**src/rtl/pc_sequencer_if.sv**
```systemverilog
// pc_sequencer_if
//   Bundles the signals between the decode/pcnext side of the core and the PC
//   sequencer.
//   Signals:
//     stall      - current instruction not complete; the sequencer holds all state
//     pc_sel     - next-PC select: 00 INCREMENT, 01 BRANCH, 10 JUMP, 11 JR
//     is_true    - branch condition, meaningful only for BRANCH
//     pcnext_in  - control-transfer target computed by pcnext
//     pc         - address of the instruction being executed/fetched
//     in_delay   - current instruction is a branch delay slot
//     active     - core running (0 once halted)
//     retired    - completed-instruction count, wraps at 2^32
//   Modports:
//     master - the core side, which drives the control inputs
//     slave  - the sequencer, which drives pc/in_delay/active/retired
interface pc_sequencer_if;
  logic        stall;
  logic [1:0]  pc_sel;
  logic        is_true;
  logic [31:0] pcnext_in;
  logic [31:0] pc;
  logic        in_delay;
  logic        active;
  logic [31:0] retired;

  modport master (
    output stall, pc_sel, is_true, pcnext_in,
    input  pc, in_delay, active, retired
  );

  modport slave (
    input  stall, pc_sel, is_true, pcnext_in,
    output pc, in_delay, active, retired
  );
endinterface

```
**src/rtl/pc_sequencer.sv**
```systemverilog
// pc_sequencer
//   Owns the architectural PC. It applies the MIPS branch delay slot, holds the PC
//   while the current instruction is stalled, and halts the core when a control
//   transfer targets HALT_ADDR. It also counts retired instructions.
//   Ports:
//     clk    - rising-edge clock
//     reset  - synchronous, active-high; overrides stall
//     bus    - pc_sequencer_if.slave (control inputs in, pc/in_delay/active/retired out)
//
//   state   | meaning
//   --------+-----------------------------------------------------------
//   S_RUN   | normal sequential execution; taken transfers latch target
//   S_DELAY | executing the delay slot; next completion jumps to target
//   S_HALT  | jumped to HALT_ADDR; everything frozen until reset
module pc_sequencer #(
  parameter logic [31:0] RESET_VECTOR = 32'hBFC0_0000,
  parameter logic [31:0] HALT_ADDR    = 32'h0000_0000
) (
  input  logic           clk,
  input  logic           reset,
  pc_sequencer_if.slave  bus
);

  typedef enum logic [1:0] {
    S_RUN   = 2'd0,
    S_DELAY = 2'd1,
    S_HALT  = 2'd2
  } state_t;

  state_t      r_state;
  logic [31:0] r_pc;
  logic [31:0] r_target;
  logic [31:0] r_retired;
  logic        r_in_delay;
  logic        r_active;
  logic        w_taken;

  assign w_taken = (bus.pc_sel == 2'b10) || (bus.pc_sel == 2'b11) ||
                   ((bus.pc_sel == 2'b01) && bus.is_true);

  // in_delay/active are kept as their own flops, updated alongside the state,
  // so every output comes straight from a register.
  always_ff @(posedge clk) begin
    if (reset) begin
      r_state    <= S_RUN;
      r_pc       <= RESET_VECTOR;
      r_target   <= 32'h0;
      r_retired  <= 32'h0;
      r_in_delay <= 1'b0;
      r_active   <= 1'b1;
    end else if (!bus.stall) begin
      case (r_state)
        S_RUN: begin
          r_pc      <= r_pc + 32'd4;
          r_retired <= r_retired + 32'd1;
          if (w_taken) begin
            r_target   <= bus.pcnext_in;
            r_state    <= S_DELAY;
            r_in_delay <= 1'b1;
          end
        end
        S_DELAY: begin
          // pc_sel is deliberately ignored here: a transfer in a delay slot has no effect.
          r_retired  <= r_retired + 32'd1;
          r_in_delay <= 1'b0;
          if (r_target == HALT_ADDR) begin
            r_pc     <= HALT_ADDR;
            r_state  <= S_HALT;
            r_active <= 1'b0;
          end else begin
            r_pc    <= r_target;
            r_state <= S_RUN;
          end
        end
        default: begin
          // S_HALT: frozen until reset, stall or not.
        end
      endcase
    end
  end

  assign bus.pc       = r_pc;
  assign bus.in_delay = r_in_delay;
  assign bus.active   = r_active;
  assign bus.retired  = r_retired;

endmodule

```
**src/flat_wrapper.sv**
```systemverilog
// flat-port wrapper written by rule: the top's interface ports become plain ports
module pc_sequencer_flat 
#(
  parameter logic [31:0] RESET_VECTOR = 32'hBFC0_0000,
  parameter logic [31:0] HALT_ADDR    = 32'h0000_0000
)
  (clk, reset, bus_stall, bus_pc_sel, bus_is_true, bus_pcnext_in, bus_pc, bus_in_delay, bus_active, bus_retired);
  pc_sequencer_if bus_i ();
  input  logic clk;
  input  logic reset;
  input wire logic [$bits(bus_i.stall)-1:0] bus_stall;
  input wire logic [$bits(bus_i.pc_sel)-1:0] bus_pc_sel;
  input wire logic [$bits(bus_i.is_true)-1:0] bus_is_true;
  input wire logic [$bits(bus_i.pcnext_in)-1:0] bus_pcnext_in;
  output wire logic [$bits(bus_i.pc)-1:0] bus_pc;
  output wire logic [$bits(bus_i.in_delay)-1:0] bus_in_delay;
  output wire logic [$bits(bus_i.active)-1:0] bus_active;
  output wire logic [$bits(bus_i.retired)-1:0] bus_retired;
  assign bus_i.stall = bus_stall;
  assign bus_i.pc_sel = bus_pc_sel;
  assign bus_i.is_true = bus_is_true;
  assign bus_i.pcnext_in = bus_pcnext_in;
  assign bus_pc = bus_i.pc;
  assign bus_in_delay = bus_i.in_delay;
  assign bus_active = bus_i.active;
  assign bus_retired = bus_i.retired;
  pc_sequencer #(.RESET_VECTOR(RESET_VECTOR), .HALT_ADDR(HALT_ADDR)) u_core (.clk(clk), .reset(reset), .bus(bus_i));
endmodule
```
**config.mk**
```make
export PLATFORM = sky130hd
export DESIGN_NAME = pc_sequencer_flat
export DESIGN_NICKNAME = d
export VERILOG_FILES = /design/src/rtl/pc_sequencer_if.sv /design/src/rtl/pc_sequencer.sv /design/src/flat_wrapper.sv
export SDC_FILE = /design/constraint.sdc
export NUM_CORES = 1
export LEC_CHECK = 0
export BUFFER_PORTS_ARGS = -buffer_cell sky130_fd_sc_hd__buf_2
export CAP_MARGIN = 10
export CELL_PAD_IN_SITES_DETAIL_PLACEMENT = 1
export CELL_PAD_IN_SITES_GLOBAL_PLACEMENT = 2
export CORE_ASPECT_RATIO = 0.9
export CORE_MARGIN = 2
export CORE_UTILIZATION = 31
export DETAILED_ROUTE_END_ITERATION = 10
export HOLD_SLACK_MARGIN = 0.12
export PLACE_DENSITY_LB_ADDON = 0.1
export SETUP_SLACK_MARGIN = 0.05
export SLEW_MARGIN = 30
export SYNTH_ARGS = -nofsm -noshare
export SYNTH_HDL_FRONTEND = slang
export SYNTH_SLANG_ARGS = --single-unit
```
**constraint.sdc**
```tcl
create_clock -name clk -period 2.61 [get_ports clk]
set_clock_uncertainty 0.15 [all_clocks]
set_input_delay 0.522 -clock clk [delete_from_list [all_inputs] [get_ports clk]]
set_output_delay 0.522 -clock clk [all_outputs]
set_load 0.02 [all_outputs]
```
==> summary.md <==
| Metric | Value |
|---|---|
| Critical path's largest stage delay | `630 ps` |
| Synth area leader | `dfxtp_1` |
| Gr usage total | `0.205` |
| Antenna Violating Nets Remaining | `0` |
| Number of top-level pins | `104` |
| Max Cap Viol | `0` |
| Outcome | `completed` |
| Power consumption | `3.42 mW` |
| Cell count of the worst reg-to-reg path | `6` |
| Die Y | `120 um` |
| Number of global-route vias before repair | `around 4800` |
| FP Rows | `42` |
| Int Pwr | `~2.5 mW` |
| Antenna fix cells | `0` |
| Tmin final | `2410 ps` |
| TNS Setup | `0 ps` |
| Syn nets | `631` |
| Post-synthesis register bit count | `99` |
| DR iter-0 viols | `289` |
| Port Buffers | `103` |
| First-pass GRT wire length | `25.8 mm` |
| P&R area growth vs syn | `23.8%` |
| PwrDens | `594 nW/um^2` |
| Critical Path Start Type | `register` |
| Inserted Clock Buffers | `9` |
| DIE AREA | `16000 sq um` |
| Reg clk slew, reported paths | `70 ps` |
| Max stage delay cell, worst path | `or4_4` |
| Worst-case vdd ir drop | `0.327 mV` |
| Post-DP HPWL | `11.6 mm` |
| Post-Route WL | `16.0 mm` |
| Initial antenna violation count | `0` |
| CTS tree | `yes` |
| Worst Path Required | `roughly 2700 ps` |
| Max Buffers Root-to-Sink | `2` |
| Final nets | `about 730` |
| WHS Path Cells | `3` |
| FFs w/ async S/R, synth | `0` |
| Synth area leaders | `dfxtp_1 43%, nand2_1 7.9%, a21oi_1 6.0%, nor2_1 4.5%, nand4_1 3.2%` |
| Unrepaired setup endpoints after global routing | `false` |
| Most frequent cells after synthesis | `99 x dfxtp_1, 98 x nand2_1, 56 x a21oi_1, 56 x nor2_1, 33 x clkbuf_1` |
| CP max FO | `9` |
| Routability congestion estimate | `0.807` |
| Relative slew margins | `0.513` |
| Worst hold margin | `254 ps` |
| Slew Limit Fails | `0` |
| Fmax | `414 MHz` |
| Mapped Cells | `~590` |
| Endpoints failing hold | `0` |
| Arrival @ worst endpoint | `2540 ps` |
| Root buf cell | `clkbuf_16` |
| Synthesized area | `4660 sq um` |
| Setup Fix Bufs, Post-CTS | `0` |
| Largest net degree at the start of global routing | `between 40 and 50` |
| Vias post-DR | `4752` |
| Clock power frac | `0.398` |
| Ys Warns | `0` |
| Vias per std cell | `5.32` |
| Tcrit/Tclk final | `0.924` |
| Final setup violation count | `0` |
| Synth top area share | `0.426` |
| Syn Area/Cell | `7.88 sq um` |
| Total grt overflow | `0` |
| Synth cell types | `54` |
| Layout cells sized above 1 | `0.220` |
| Post-synth EDFFs | `0` |
| Post-Layout Cell Count | `slightly below 900` |
| Most frequent cell after synthesis | `dfxtp_1` |
| Top FF cell, synth | `dfxtp_1` |
| CORE AREA | `about 15000 sq um` |
| CTS sink count | `99` |
| Least-Margin Pin Slew | `about 730 ps` |
| DRC | `0` |
| DR WL/cell | `17.9 um` |
| Htree depth | `3` |
| Leak | `2.27 nW` |
| HP Class | `in2reg` |
| Crit path capture type | `register` |
| Die width | `133 um` |
| Starting Density | `0.316` |
| Seq/Total Area, Yosys | `0.426` |
| Net Sw Frac | `0.280` |
| CP Class | `reg2reg` |
| Reg power frac | `0.482` |
| Combinational power share | `0.120` |
| Placed insts | `slightly below 900` |
| Clk Latency, worst-skew pair | `360 ps` |
| DRT Pass-1 Iters | `4` |
| Switch Pwr | `0.957 mW` |
| Cell Chain, Critical Path | `ha_2 -> nand4_4 -> or4_4 -> nand2b_4 -> or4_1 -> a31oi_1` |
## layer usage
layer / part of all wire / GRT usage / wire length, um / up-vias
li1: - / - / - / 2335
met1: 0.48 / 0.275 / 7630 / 2294
met2: 0.46 / 0.331 / 7360 / 106
met3: 0.048 / 0.0512 / 764 / 17
met4: 0.015 / 0.0525 / 234 / 0
met5: 0 / 0 / 0 / -
## metrics by stage
step                      cell area (sq um)  setup slack, ps  utilization
after global routing                   5760             76.9        0.392
after global placement                 5460              216        0.371
final                                  5760              197        0.392
after detailed placement               5460              180        0.371
after floorplan                        4660              110            -
after CTS                              5760              150        0.391
## area by class of cell
cell class              count  area, sq um
well taps                 198          248
flip-flops and latches     99         1980
inverters                   9         33.8
repair buffers            125          693
clock buffers              10          229
fillers                  1835         8950
clock inverters             6         66.3
multi-input cells         447         2510
## worst max-delay path: cells and delay by family (launching register included)
family	cells	cell delay, ps
DFF	1	410
AOI/OAI and AO/OA	1	160
adders and majority gates	1	270
and+or+nand+nor	4	1350
## logic make-up after synthesis
| kind of cell | after synthesis | synth area share |
|---|---|---|
| and+or+nand+nor | 290 | 0.311 |
| muxes | 2 | 0.00430 |
| AOI/OAI and AO/OA | 125 | 0.163 |
| xor gates and xnor gates | 28 | 0.0527 |
| adders and majority gates | 2 | 0.00537 |
| DFF | 99 | 0.426 |
| buffers and inverters | 45 | 0.0379 |
## layout by cell type, fill, tap and decap left out, types with 2 or more instances in the layout
cell	count
clkbuf_16	9
nand4_1	24
o22ai_1	7
o21ai_0	22
buf_4	21
o31ai_1	4
a311oi_1	2
and4_1	10
nand2_1	98
nand2b_1	5
buf_2	103
nor2_1	54
xor2_1	17
nor4_1	22
xnor2_1	11
a31o_2	2
a21oi_1	56
a22oi_1	2
inv_1	7
mux2i_1	2
or4_1	2
a221oi_1	6
nor3_1	15
a31oi_1	7
dfxtp_1	99
clkinvlp_4	3
a211oi_1	6
nand3_1	24
and2_1	6
or3_1	7
and3_1	11
## flip-flops by register name (all words and copies together), names as in the netlist
register            flops
u_core.bus.active       1
u_core.bus.pc          32
u_core.r_state          2
u_core.bus.retired     32
u_core.r_target        32
## power groups by stage
stage	logic, mW	registers [mW]	clock network (mW)
3_3_place_gp	0.405	1.68	0
2_1_floorplan	0.215	1.70	0
5_1_grt	0.456	1.66	1.46
3_5_place_dp	0.414	1.68	0
4_1_cts	0.417	1.65	1.41
6_report	0.412	1.65	1.36
## path summary, 6_finish.rpt
path / from / to / slack (ps)
worst min register to register: u_core.bus.pc[0] / u_core.bus.pc[0] / 310
worst max register to register: u_core.bus.pc[2] / u_core.bus.pc[30] / 200
worst max-delay path: u_core.bus.pc[2] / u_core.bus.pc[30] / 200
worst min-delay path: bus_pcnext_in[29] / u_core.r_target[29] / 250
## what timing repair did
item / 4_1_cts / 5_1_grt
gates resized for setup: 0 / 1
setup endpoints to repair: 0 / 1
hold buffers: 0 / 0
Power figures use the tool's default switching activity.
